**config.mk**
```make
export PLATFORM = sky130hd
export DESIGN_NAME = occupancy_ram_arbiter
export DESIGN_NICKNAME = d
export VERILOG_FILES = /design/src/rtl/occupancy_ram_arbiter.sv
export SDC_FILE = /design/constraint.sdc
export NUM_CORES = 1
export LEC_CHECK = 0
export CAP_MARGIN = 20
export CORE_ASPECT_RATIO = 1.2
export CORE_MARGIN = 2
export CORE_UTILIZATION = 36
export CTS_BUF_LIST = sky130_fd_sc_hd__clkbuf_4
export DETAILED_ROUTE_END_ITERATION = 16
export PLACE_DENSITY = 0.83
export SYNTH_ARGS = -nofsm -noshare
export SYNTH_HDL_FRONTEND = slang
export SYNTH_SLANG_ARGS = --single-unit
```
**constraint.sdc**
```tcl
create_clock -name clock -period 2.4 [get_ports clock]
set_clock_uncertainty 0.15 [all_clocks]
set_input_delay 0.24 -clock clock [delete_from_list [all_inputs] [get_ports clock]]
set_output_delay 0.24 -clock clock [all_outputs]
set_load 0.02 [all_outputs]
```
**src/rtl/occupancy_ram_arbiter.sv**
```systemverilog
// Two-port arbiter for the single-port occupancy-grid RAM: A has priority, B gets a bounded wait,
// and a one-cycle lock keeps A's read-modify-write atomic. Read data is routed back to its issuer.
module occupancy_ram_arbiter #(
  parameter int ADDR_WIDTH = 15,
  parameter int DATA_WIDTH = 8,
  parameter int MAX_WAIT   = 8
) (
  input  logic                  clock,
  input  logic                  reset,
  input  logic                  a_req,
  input  logic                  a_we,
  input  logic                  a_lock,
  input  logic [ADDR_WIDTH-1:0] a_addr,
  input  logic [DATA_WIDTH-1:0] a_wdata,
  output logic                  a_gnt,
  output logic                  a_rvalid,
  output logic [DATA_WIDTH-1:0] a_rdata,
  input  logic                  b_req,
  input  logic                  b_we,
  input  logic [ADDR_WIDTH-1:0] b_addr,
  input  logic [DATA_WIDTH-1:0] b_wdata,
  output logic                  b_gnt,
  output logic                  b_rvalid,
  output logic [DATA_WIDTH-1:0] b_rdata,
  output logic                  ram_en,
  output logic                  ram_we,
  output logic [ADDR_WIDTH-1:0] ram_addr,
  output logic [DATA_WIDTH-1:0] ram_wdata,
  input  logic [DATA_WIDTH-1:0] ram_rdata
);

  typedef enum logic [1:0] {
    OWN_NONE = 2'd0,
    OWN_A    = 2'd1,
    OWN_B    = 2'd2
  } owner_t;

  localparam logic [7:0] WAIT_LIMIT = 8'(MAX_WAIT);

  logic                  lock_pending;
  logic [7:0]            wait_cnt;
  owner_t                read_owner;
  logic [DATA_WIDTH-1:0] a_rdata_q;
  logic [DATA_WIDTH-1:0] b_rdata_q;
  logic                  wait_full;

  assign wait_full = (wait_cnt >= WAIT_LIMIT);

  // Grants are forced low while reset is held so the RAM never sees a stray enable.
  always_comb begin
    a_gnt = 1'b0;
    b_gnt = 1'b0;
    if (!reset) begin
      if (lock_pending && a_req)   a_gnt = 1'b1;
      else if (b_req && wait_full) b_gnt = 1'b1;
      else if (a_req)              a_gnt = 1'b1;
      else if (b_req)              b_gnt = 1'b1;
    end
  end

  always_comb begin
    ram_en    = a_gnt | b_gnt;
    ram_we    = 1'b0;
    ram_addr  = '0;
    ram_wdata = '0;
    if (a_gnt) begin
      ram_we    = a_we;
      ram_addr  = a_addr;
      ram_wdata = a_wdata;
    end else if (b_gnt) begin
      ram_we    = b_we;
      ram_addr  = b_addr;
      ram_wdata = b_wdata;
    end
  end

  always_ff @(posedge clock or posedge reset) begin
    if (reset) begin
      lock_pending <= 1'b0;
      wait_cnt     <= '0;
      read_owner   <= OWN_NONE;
      a_rdata_q    <= '0;
      b_rdata_q    <= '0;
    end else begin
      lock_pending <= a_gnt & a_lock;
      if (b_req && !b_gnt)
        wait_cnt <= wait_full ? WAIT_LIMIT : wait_cnt + 8'd1;
      else
        wait_cnt <= '0;
      if (a_gnt && !a_we)      read_owner <= OWN_A;
      else if (b_gnt && !b_we) read_owner <= OWN_B;
      else                     read_owner <= OWN_NONE;
      // Capture the returned word so each port's rdata holds after its rvalid pulse.
      if (read_owner == OWN_A) a_rdata_q <= ram_rdata;
      if (read_owner == OWN_B) b_rdata_q <= ram_rdata;
    end
  end

  assign a_rvalid = (read_owner == OWN_A);
  assign b_rvalid = (read_owner == OWN_B);
  assign a_rdata  = a_rvalid ? ram_rdata : a_rdata_q;
  assign b_rdata  = b_rvalid ? ram_rdata : b_rdata_q;

endmodule

```
[Yosys cells after proc, flatten, opt, wreduce, memory -nomap -nowiden]
Cells that the tools add are included.
Word-level totals
  word-level logic and storage cells: 40
  bits in writable memories: 0
  ROM bits: 0
  input bits: 61
  register bits after elaboration: 27
  memories kept: 0
  bits in latches: 0
  output and inout bits: 45
Cells by class
  bitwise operators: 2
  add/subtract/negate cells: 1
  order comparisons: 1
  shift operators: 0
  eq/ne operators: 2
  div/mod/pow operators: 0
  multipliers: 0
  mux-type cells: 21
  reductions and logical operators: 8
Operators with widths (count)
  8-bit 2-to-1 mux: 6
  15-bit 2-to-1 mux: 2
  1-bit 2-to-1 mux: 11
  8-bit by 1-bit adder with 8-bit output, second input constant: 1
  8-bit by 4-bit >= comparator with 1-bit output, second input constant: 1
  1-bit logical AND: 5
  2-bit 2-to-1 mux: 2
  1-bit logical NOT: 3
  2-bit by 1-bit equality test with 1-bit output, second input constant: 1
  2-bit equality test, second input constant: 1
  1-bit bitwise AND: 1
  1-bit bitwise OR: 1

[Longest topological paths before layout]
Gate-level depths: netlist (run 1).
  word-level depth: 8
  gate-level depth with buffers: 4
  depth with buffers taken out: 4

[Worst setup path after synthesis (run 1)]
No wires, ideal clock.
  kind: input to output
  start point: input port reset
  end point: output port ram_addr[0]
  buffers on the path: 1
  required time: 2010 ps
  setup slack: -69 ps
  cell stages on the path: 4
  data arrival time: 2079 ps
  path through: inv_1 -> nand2_1 -> clkbuf_1 -> o32ai_1
Between the ends
  longest elaborated chain between the ends: 3
  elaborated cells between the ends (all ways): 4
  classes of those cells: mux: 4
RTL lines
  start, declared: RTL line 9  | input logic reset,
  1-bit 2-to-1 mux: RTL line 53  | if (!reset) begin
  15-bit 2-to-1 mux: RTL line 70  | end else if (b_gnt) begin
  15-bit 2-to-1 mux (*): RTL line 66  | if (a_gnt) begin
  end, declared: RTL line 27  | output logic [ADDR_WIDTH-1:0] ram_addr,
Every way passes the cells marked *; elsewhere a longest branch is shown, timed or not.

[Worst setup path after layout (run 1)]
  start point: register wait_cnt[5]
  end point: output port ram_wdata[1]
Between the ends
  longest elaborated chain between the ends: 7
  elaborated cells between the ends (all ways): 10
  classes of those cells: order compare: 1; mux: 8; reduce/logical: 1
RTL lines
  start, declared: RTL line 41  | logic [7:0] wait_cnt;
  start signal, assigned: RTL line 87  | wait_cnt <= wait_full ? WAIT_LIMIT : wait_cnt + 8'd1;
  8-bit by 4-bit >= comparator with 1-bit output (*): RTL line 47  | assign wait_full = (wait_cnt >= WAIT_LIMIT);
  1-bit logical AND (*): RTL line 55  | else if (b_req && wait_full) b_gnt = 1'b1;
  1-bit 2-to-1 mux: RTL line 55
  1-bit 2-to-1 mux: RTL line 54  | if (lock_pending && a_req) a_gnt = 1'b1;
  1-bit 2-to-1 mux: RTL line 53
  8-bit 2-to-1 mux: RTL line 70
  8-bit 2-to-1 mux (*): RTL line 66
  end, declared: RTL line 28  | output logic [DATA_WIDTH-1:0] ram_wdata,
Marked as above.

==> results of run 1 <==
## kinds of logic after synthesis
family	after synthesis
flip-flops	27
AND/OR/NAND/NOR	20
adder cells (fa/ha/maj)	2
buffers and inverters	62
multiplexers	16
XOR/XNOR	1
other	1
AO/OA/AOI/OAI	28
## layout make-up
cell class / count / share of cell area (%)
Clock buffer: 4 / 1.103
Inverter: 54 / 7.586
Multi-Input combinational cell: 71 / 21.93
Sequential cell: 27 / 24.83
Tap cell: 54 / 2.483
Timing Repair Buffer: 112 / 42.07
## synthesized netlist by cell type (2+ instances only)
cell	count
o32ai_1	24
buf_2	2
nor3_1	2
nand3_1	2
nand2b_1	2
nor2b_1	2
nand2_1	2
nor2_1	6
inv_1	54
dfrtp_1	27
mux2_2	16
buf_6	2
clkbuf_1	4
ha_1	2
## routing by layer
layer | track usage, % | vias up | share of wire, %
met4 | 5.432 | 0 | 1.4
li1 | - | 734 | -
met1 | 20.53 | 669 | 38
met2 | 34.04 | 49 | 56
met3 | 3.737 | 6 | 4.6
met5 | 0 | - | 0
## report_power, final
part | leakage (nW) | switching (mW) | total [mW] | internal (mW)
sequential | 0.331 | 0.0181 | 0.540 | 0.522
clock | 0.0184 | 0.127 | 0.204 | 0.0764
combinational | 1.00 | 0.274 | 0.580 | 0.307
## worst paths after layout
| path | to | slack, ns | cells after the start |
|---|---|---|---|
| worst max-delay path | ram_wdata[1] | 0.03 | 5 |
| worst min-delay path | a_rdata_q[1] | 0.25 | 3 |
| worst max register to register | wait_cnt[3] | 0.77 | 4 |
| worst min register to register | wait_cnt[0] | 0.35 | 1 |
| max in group asynchronous | b_rdata_q[4] | 1.60 | 3 |
| min in group clock | read_owner[0] | 0.32 | 2 |
## critical path, delay by kind of cell, from the launching register on
kind            cells  cell delay, ns
buf+inv             2            0.50
simple gates        1            0.42
compound gates      2            0.33
flops               1            0.40
## stage by stage
stage / std cells / area (um^2)
2_1_floorplan: 160 / 1516
3_3_place_gp: 318 / 2678
3_5_place_dp: 318 / 2678
4_1_cts: 322 / 2688
5_1_grt: 322 / 2721
6_report: 322 / 2721
## state kept, by name, summed over array words and instances (netlist names)
register,count
a_rdata_q,8
b_rdata_q,8
wait_cnt,8
read_owner,2
lock_pending,1
==> impl_metrics.json, run 1 <==
{
  "status": "finished, final reports clean",
  "ant_nets": 0,
  "cts_tree": "done",
  "layout_commonest_cell": "clkdlybuf4s50_1",
  "drtIter0Drc": 51,
  "synth_compound_area_share_pct": 16.92,
  "cts-resized-gates": 33,
  "synth_edf_count": 0,
  "fp.dieW_um": 62.96,
  "fillers": 334,
  "nets": 332,
  "mostFrequentLayoutCells": "70 x clkdlybuf4s50_1, 53 x inv_1, 27 x dfrtp_1",
  "start_util_pct": 37.80,
  "area_growth_syn_to_layout_pct": 81.25,
  "synth_xor_area_share_pct": 0.5833,
  "hold_slack_ns": 0.2538,
  "p_per_area_mw_per_mm2": 486.6,
  "crit-reg2reg-launch": "wait_cnt[5]",
  "syn_area_mm2": 0.001501,
  "max_cap_viol_count": 0,
  "grt_pass1_wl_mm": 6.713,
  "fin_crit_ns": 2.365,
  "overflow": 0,
  "multi_input_area_um2": 596.8,
  "routedWlPerCell_um": 13.46,
  "drtPass1Iterations": 4,
  "path_clk_slew_ns": 0.13,
  "coreArea_mm2": 0.003973,
  "row_count": 25,
  "yosys-mux-area-fraction_pct": 12.00,
  "drc": 0,
  "crit_arrival_ns": 1.98,
  "cts-htree-levels": 1,
  "clock_latency_ns": 0.32,
  "max_freq_mhz": 422.8,
  "grt_max_degree": 29,
  "antenna_found_initial": 0,
  "clockBufferDepth": 2,
  "antenna_cells": 0,
  "rsz0062_at_grt": "true",
  "finalSetupTns_ns": 0,
  "avgSynthCellArea_um2": 9.563,
  "slowest_delay_ns": 0.42,
  "cp.required_ns": 2.01,
  "io_buffers": 105,
  "dieArea_mm2": 0.004706,
  "critPathSlowestCell": "or3_1",
  "hp-class": "input port to asynchronous set/reset pin",
  "ir_worst_vdd_v": 0.0002994,
  "finish.utilization_pct": 68.50,
  "yosysTopAreaCell": "dfrtp_1",
  "ys_seq_area_share_pct": 45.00,
  "criticalPathCategory": "flop to primary output",
  "clockRootBuffer": "clkbuf_4",
  "p_leak_nw": 1.352,
  "synthDominantCellAreaShare_pct": 45.00,
  "dp_hpwl_mm": 3.391,
  "post_cts_buffers": 0,
  "synthSimpleGateAreaFrac_pct": 6.917,
  "finalSetupViolations": 0,
  "period_share_pct": 98.56,
  "ios": 106,
  "cts.sinks": 27,
  "place.gp.congestion": 0.7381,
  "grt_pass1_vias": 1495,
  "yosys_register_bits": 27,
  "synth_flop_cell": "dfrtp_1",
  "cp-start-kind": "flop",
  "synth_cell_types": 24,
  "grt_use_total_pct": 17.96,
  "cts_buffers": 3,
  "wirelength_mm": 4.334,
  "final_hold_viol_count": 0,
  "endpoint_kind": "primary output",
  "async_reset_ff_share_pct": 100.0,
  "critPathMaxFanout": 27,
  "slew_violations": 0,
  "critPathLaunch": "wait_cnt[5]",
  "viasPerCell": 4.528,
  "drive_gt1_share_pct": 13.06,
  "setup_ws_ns": 0.03460,
  "ys_warn_count": 0,
  "preCtsSetupSlack_ns": -0.1948,
  "syn_inst": 157,
  "die-height_um": 74.75,
  "p_total_mw": 1.324,
  "ff_latch_area_um2": 675.6,
  "path_cells": "or3_1 -> o211ai_4 -> buf_12 -> o32ai_1 -> clkdlybuf4s15_1",
  "synth_top_family_by_area": "compound AO/OA/AOI/OAI gates",
  "hold_buffers": 0,
  "vias": 1458,
  "synth_fa_ha_area_share_pct": 1.667,
  "synthTopCellsByArea": "dfrtp_1 45%, o32ai_1 14%, inv_1 14%"
}
No activity file was read; power rests on OpenSTA's default activity.
==> inputs of run 2 (changes only) <==
Settings changed: SETUP_SLACK_MARGIN set to 0.3.
==> impl_metrics.json, run 2 (synthesis results as in run 1) <==
{
  "switching_share_pct": 32.66,
  "path_clk_slew_ns": 0.13,
  "wirelength_mm": 4.780,
  "cts_tree": "done",
  "ir_worst_vdd_v": 0.0002327,
  "clock_latency_ns": 0.32,
  "status": "finished, final reports clean",
  "slowest_delay_ns": 0.41,
  "p_total_mw": 1.331,
  "cts.sinks": 27,
  "ios": 106,
  "antenna_cells": 0,
  "fp.dieW_um": 62.96,
  "place.gp.congestion": 0.7381,
  "routedWlPerCell_um": 14.40,
  "hp-class": "input port to asynchronous set/reset pin",
  "cp-start-kind": "flop",
  "pwr-share-comb_pct": 44.3,
  "clockBufferDepth": 2,
  "path_cells": "or3b_4 -> o211ai_4 -> buf_6 -> clkbuf_16 -> o32ai_1 -> buf_2",
  "dieArea_mm2": 0.004706,
  "area_growth_syn_to_layout_pct": 84.92,
  "overflow": 0,
  "stdcell_count": 332,
  "p_per_area_mw_per_mm2": 479.5,
  "setup_ws_ns": 0.1202,
  "viasPerCell": 4.602,
  "row_count": 25,
  "mostFrequentLayoutCells": "62 x clkdlybuf4s50_1, 52 x inv_1, 27 x dfrtp_1",
  "rsz0062_at_grt": "true",
  "cp.required_ns": 2.01,
  "ant_nets": 0,
  "grt_max_degree": 29,
  "max_freq_mhz": 438.6,
  "path_buf_inv": 3,
  "wl_met3_um": 209,
  "drive_gt1_share_pct": 33.81,
  "start_util_pct": 37.80,
  "finalSetupViolations": 0,
  "dp_hpwl_mm": 3.391,
  "preCtsSetupSlack_ns": -0.1948,
  "slew_violations": 0,
  "clockRootBuffer": "clkbuf_4",
  "grt_pass1_wl_mm": 7.127,
  "io_buffers": 105,
  "fillers": 337,
  "layout_commonest_cell": "clkdlybuf4s50_1",
  "drc": 0,
  "grt_pass1_vias": 1551,
  "die-height_um": 74.75,
  "critPathTopFamily": "buffers and inverters",
  "grt_use_total_pct": 19.10,
  "p_sw_mw": 0.4348,
  "crit_arrival_ns": 1.89,
  "period_share_pct": 94.99,
  "ff_latch_area_um2": 675.6,
  "max_cap_viol_count": 0,
  "top_layer": "met4",
  "drtPass1Iterations": 4,
  "drtIter0Drc": 58,
  "antenna_found_initial": 0,
  "critPathMaxFanout": 7,
  "wl_met2_mm": 2.699,
  "cts_buffers": 3,
  "cts-htree-levels": 1,
  "finalSetupTns_ns": 0,
  "internal_power_mw": 0.8965,
  "critPathSlowestCell": "or3b_4",
  "hold_buffers": 0,
  "p_leak_nw": 1.393,
  "final_hold_viol_count": 0,
  "fin_crit_ns": 2.280,
  "multi_input_area_um2": 684.4,
  "hold_slack_ns": 0.2636,
  "criticalPathCategory": "flop to primary output",
  "p_clk_share_pct": 15.1,
  "largestRegisters": "a_rdata_q (8), b_rdata_q (8), wait_cnt (8)",
  "p_seq_share_pct": 40.7,
  "place_inst": 318,
  "wl_met1_mm": 1.817,
  "endpoint_kind": "primary output",
  "vias": 1528,
  "coreArea_mm2": 0.003973,
  "nets": 342
}
-- run 2: changes by cell type in the layout (fill, tap and decap cells not counted), moves of 6 or more --
| cell | previous run | this run |
|---|---|---|
| clkdlybuf4s15_1 | 23 | 0 |
| buf_2 | 1 | 21 |
| buf_4 | 4 | 15 |
| clkbuf_2 | 2 | 11 |
| clkdlybuf4s50_1 | 70 | 62 |
| dlymetal6s2s_1 | 8 | 0 |
| buf_6 | 0 | 6 |
-- run 2: worst register-to-register path: cells and delay by family, from the launching register on --
family	cells	cell delay [ns]
AND/OR/NAND/NOR	2	0.57
flip-flops	1	0.40
buffers and inverters	3	0.40
AO/OA/AOI/OAI	1	0.22
-- run 2: area by class of cell --
cell class,instances,share of cell area [%]
clock buffer,4,1.082
inverter,54,7.526
multi-input combinational,71,24.65
timing repair buffer,122,39.97
sequential,27,24.34
tap,54,2.434
-- run 2: repair_timing --
| action | 4_1_cts | 5_1_grt |
|---|---|---|
| endpoints found under the setup margin | 44 | 45 |
| pin swaps | 0 | 3 |
| endpoints found under the hold margin | 0 | 0 |
| buffers inserted | 4 | 2 |
| resized for setup | 137 | 88 |
| cloned | 2 | 2 |
-- run 2: worst paths after layout --
path | start | to | slack [ns] | cells past startpoint
max | wait_cnt[7] | ram_addr[7] | 0.12 | 6
min | reset | b_rdata_q[1] | 0.26 | 3
max reg2reg | wait_cnt[7] | wait_cnt[3] | 0.59 | 6
min reg2reg | wait_cnt[0] | wait_cnt[0] | 0.35 | 1
max in group asynchronous | reset | b_rdata_q[7] | 1.59 | 3
min in group clock | b_we | read_owner[1] | 0.32 | 2
-- run 2: per-stage QoR --
step	utilization (%)	area, um^2
after global routing	69.89	2776
after detailed placement	67.40	2678
after global placement	67.40	2678
after floorplan	-	1516
after CTS	67.94	2699
final	69.89	2776
-- run 2: power groups by stage --
stage	clock (mW)	sequential, mW	combinational, mW
3_3_place_gp	0	0.545	0.596
2_1_floorplan	0	0.543	0.284
5_1_grt	0.226	0.549	0.630
3_5_place_dp	0	0.550	0.607
4_1_cts	0.212	0.541	0.562
6_report	0.200	0.542	0.589
-- run 2: metal layers --
layer | track usage (%) | vias to the layer above
met5 | 0 | -
met2 | 36.17 | 53
met1 | 22.24 | 714
li1 | - | 755
met4 | 5.679 | 0
met3 | 3.438 | 6
==> inputs of run 3 (changes only) <==
Settings changed: ABC_AREA set to 1.
==> impl_metrics.json, run 3 <==
{
  "start_util_pct": 37.70,
  "multi_input_area_um2": 753.2,
  "final_hold_viol_count": 0,
  "cts_tree": "done",
  "finalSetupTns_ns": 0,
  "yosysTopAreaCell": "dfrtp_1",
  "p_per_area_mw_per_mm2": 475.7,
  "finalInstanceArea_mm2": 0.002761,
  "largestRegisters": "a_rdata_q (8), b_rdata_q (8), wait_cnt (8)",
  "holdPathStages": 3,
  "grt_pass1_wl_mm": 8.211,
  "hp-class": "input port to flop",
  "synth_flop_cell": "dfrtp_1",
  "slew_violations": 0,
  "antenna_cells": 0,
  "ios": 106,
  "r2r_slack_ns": 1.01,
  "coreArea_mm2": 0.003973,
  "fillers": 353,
  "period_share_pct": 88.29,
  "crit-reg2reg-launch": "read_owner[1]",
  "hold_buffers": 0,
  "mostFrequentLayoutCells": "59 x clkdlybuf4s50_1, 47 x nand2_1, 46 x nand3_1",
  "rsz0062_at_grt": "true",
  "wirelength_mm": 5.526,
  "io_buffers": 105,
  "cp.required_ns": 2.01,
  "overflow": 0,
  "synthTopCellsByCount": "49 x nand3_1, 48 x nand2_1, 27 x dfrtp_1",
  "area_growth_syn_to_layout_pct": 84.38,
  "drive_gt1_share_pct": 25.40,
  "syn_area_mm2": 0.001498,
  "cts.sinks": 27,
  "hold_path_end": "wait_cnt[3]",
  "avgSynthCellArea_um2": 7.680,
  "syn_inst": 195,
  "ant_nets": 0,
  "drc": 0,
  "clockRootBuffer": "clkbuf_4",
  "async_reset_ff_share_pct": 100.0,
  "row_count": 25,
  "grt_max_degree": 28,
  "grt_use_total_pct": 22.23,
  "placed_cell_area_mm2": 0.002656,
  "routedWlPerCell_um": 14.98,
  "hold_slack_ns": 0.07789,
  "path_clk_slew_ns": 0.16,
  "finalSetupViolations": 0,
  "yosys_register_bits": 27,
  "drtIter0Drc": 100,
  "critPathMaxFanout": 6,
  "p_sw_mw": 0.4760,
  "cts-htree-levels": 1,
  "p_total_mw": 1.314,
  "nets": 379,
  "crit_arrival_ns": 1.73,
  "layout_commonest_cell": "clkdlybuf4s50_1",
  "clock_latency_ns": 0.35,
  "dieArea_mm2": 0.004694,
  "drtPass1Iterations": 4,
  "clockBufferDepth": 2,
  "cts_buffers": 3,
  "ff_latch_area_um2": 675.6,
  "ys_seq_area_share_pct": 45.11,
  "ys_warn_count": 0,
  "worstRegToRegCells": 5,
  "vias": 1819,
  "dp_hpwl_mm": 3.778,
  "endpoint_kind": "primary output",
  "internal_power_mw": 0.8376,
  "viasPerCell": 4.930,
  "r2r_end": "a_rdata_q[7]",
  "max_freq_mhz": 471.9,
  "finish.utilization_pct": 69.51,
  "synth_cell_types": 19,
  "switching_share_pct": 36.24,
  "p_clk_share_pct": 16.0,
  "p_leak_nw": 1.432,
  "grt_pass1_vias": 1682,
  "die-height_um": 74.66,
  "criticalPathCategory": "flop to primary output",
  "ir_worst_vdd_v": 0.0005360,
  "synth_edf_count": 0,
  "synthDominantCellAreaShare_pct": 45.11,
  "status": "finished, final reports clean",
  "synthTopCellsByArea": "dfrtp_1 45%, nand3_1 16%, nand2_1 12%",
  "antenna_found_initial": 0,
  "fp.dieW_um": 62.88,
  "fin_crit_ns": 2.119,
  "max_cap_viol_count": 0,
  "min-delay-start": "b_req",
  "pwr-share-comb_pct": 42.6,
  "place.gp.congestion": 0.8072,
  "yosysMostFrequentCell": "nand3_1",
  "cp-start-kind": "flop",
  "p_seq_share_pct": 41.3
}
-- run 3: per-stage QoR --
step | std cells | worst slack, ns
after detailed placement | 356 | 0.003270
after floorplan | 198 | 0.5467
final | 369 | 0.2811
after global routing | 369 | 0.1939
after CTS | 365 | 0.1938
after global placement | 356 | 0.02838
-- run 3: critical path: stages, from the launching register on --
cell and delay (ns):
dfrtp_1 0.42, nor2_4 0.18, nand3_4 0.11, nand3_4 0.13
buf_4 0.16, nand3_1 0.07, nand2_1 0.06, clkdlybuf4s15_2 0.25
-- run 3: layout make-up --
type                            instances  share of cell area (%)
Clock inverter                          1                  0.2719
Timing Repair inverter                  1                  0.2719
Multi-Input combinational cell        139                   27.28
Clock buffer                            3                  0.8156
Sequential cell                        27                   24.47
Timing Repair Buffer                  122                   41.32
Inverter                               22                   3.126
Tap cell                               54                   2.447
-- run 3: cell families after synthesis --
kind of cell / Yosys count / share of synthesized area [%]
simple gates: 115 / 35.92
buf+inv: 32 / 10.61
flops: 27 / 45.11
compound gates: 17 / 5.848
fa+ha+maj: 2 / 1.671
xor+xnor: 1 / 0.5849
other cells: 1 / 0.2504
-- run 3: what timing repair did --
| action | in CTS | in global routing |
|---|---|---|
| gates cloned | 1 | 1 |
| gates resized for setup | 123 | 88 |
| pin swaps | 2 | 7 |
| endpoints found under the setup margin | 44 | 43 |
| setup buffers | 4 | 3 |
-- run 3: power by group through the flow --
stage / clock network [mW] / logic, mW / registers, mW
2_1_floorplan: 0 / 0.257 / 0.543
3_3_place_gp: 0 / 0.560 / 0.545
3_5_place_dp: 0 / 0.568 / 0.547
4_1_cts: 0.206 / 0.535 / 0.540
5_1_grt: 0.230 / 0.597 / 0.550
6_report: 0.211 / 0.560 / 0.543
-- run 3: layer usage --
layer  track usage, %  up-vias  routed length (um)
li1                 -      861                   -
met1            25.41      830                2065
met2            42.08      109                2899
met3            4.335       19                 398
met4            7.407        0                 163
met5                0        -                   0
-- run 3: how the worst max path moves through the flow --
stage                             start      endpoint  slack (ns)  depth (start not counted)
after floorplan           read_owner[1]    a_rdata[0]        0.55                          4
after global placement            a_req  ram_addr[13]        0.03                          8
after detailed placement          a_req  ram_wdata[3]       0.003                          8
after CTS                   wait_cnt[6]  ram_wdata[3]        0.19                          7
after global routing        wait_cnt[4]   ram_addr[4]        0.19                          7
final                       wait_cnt[4]   ram_addr[4]        0.28                          7
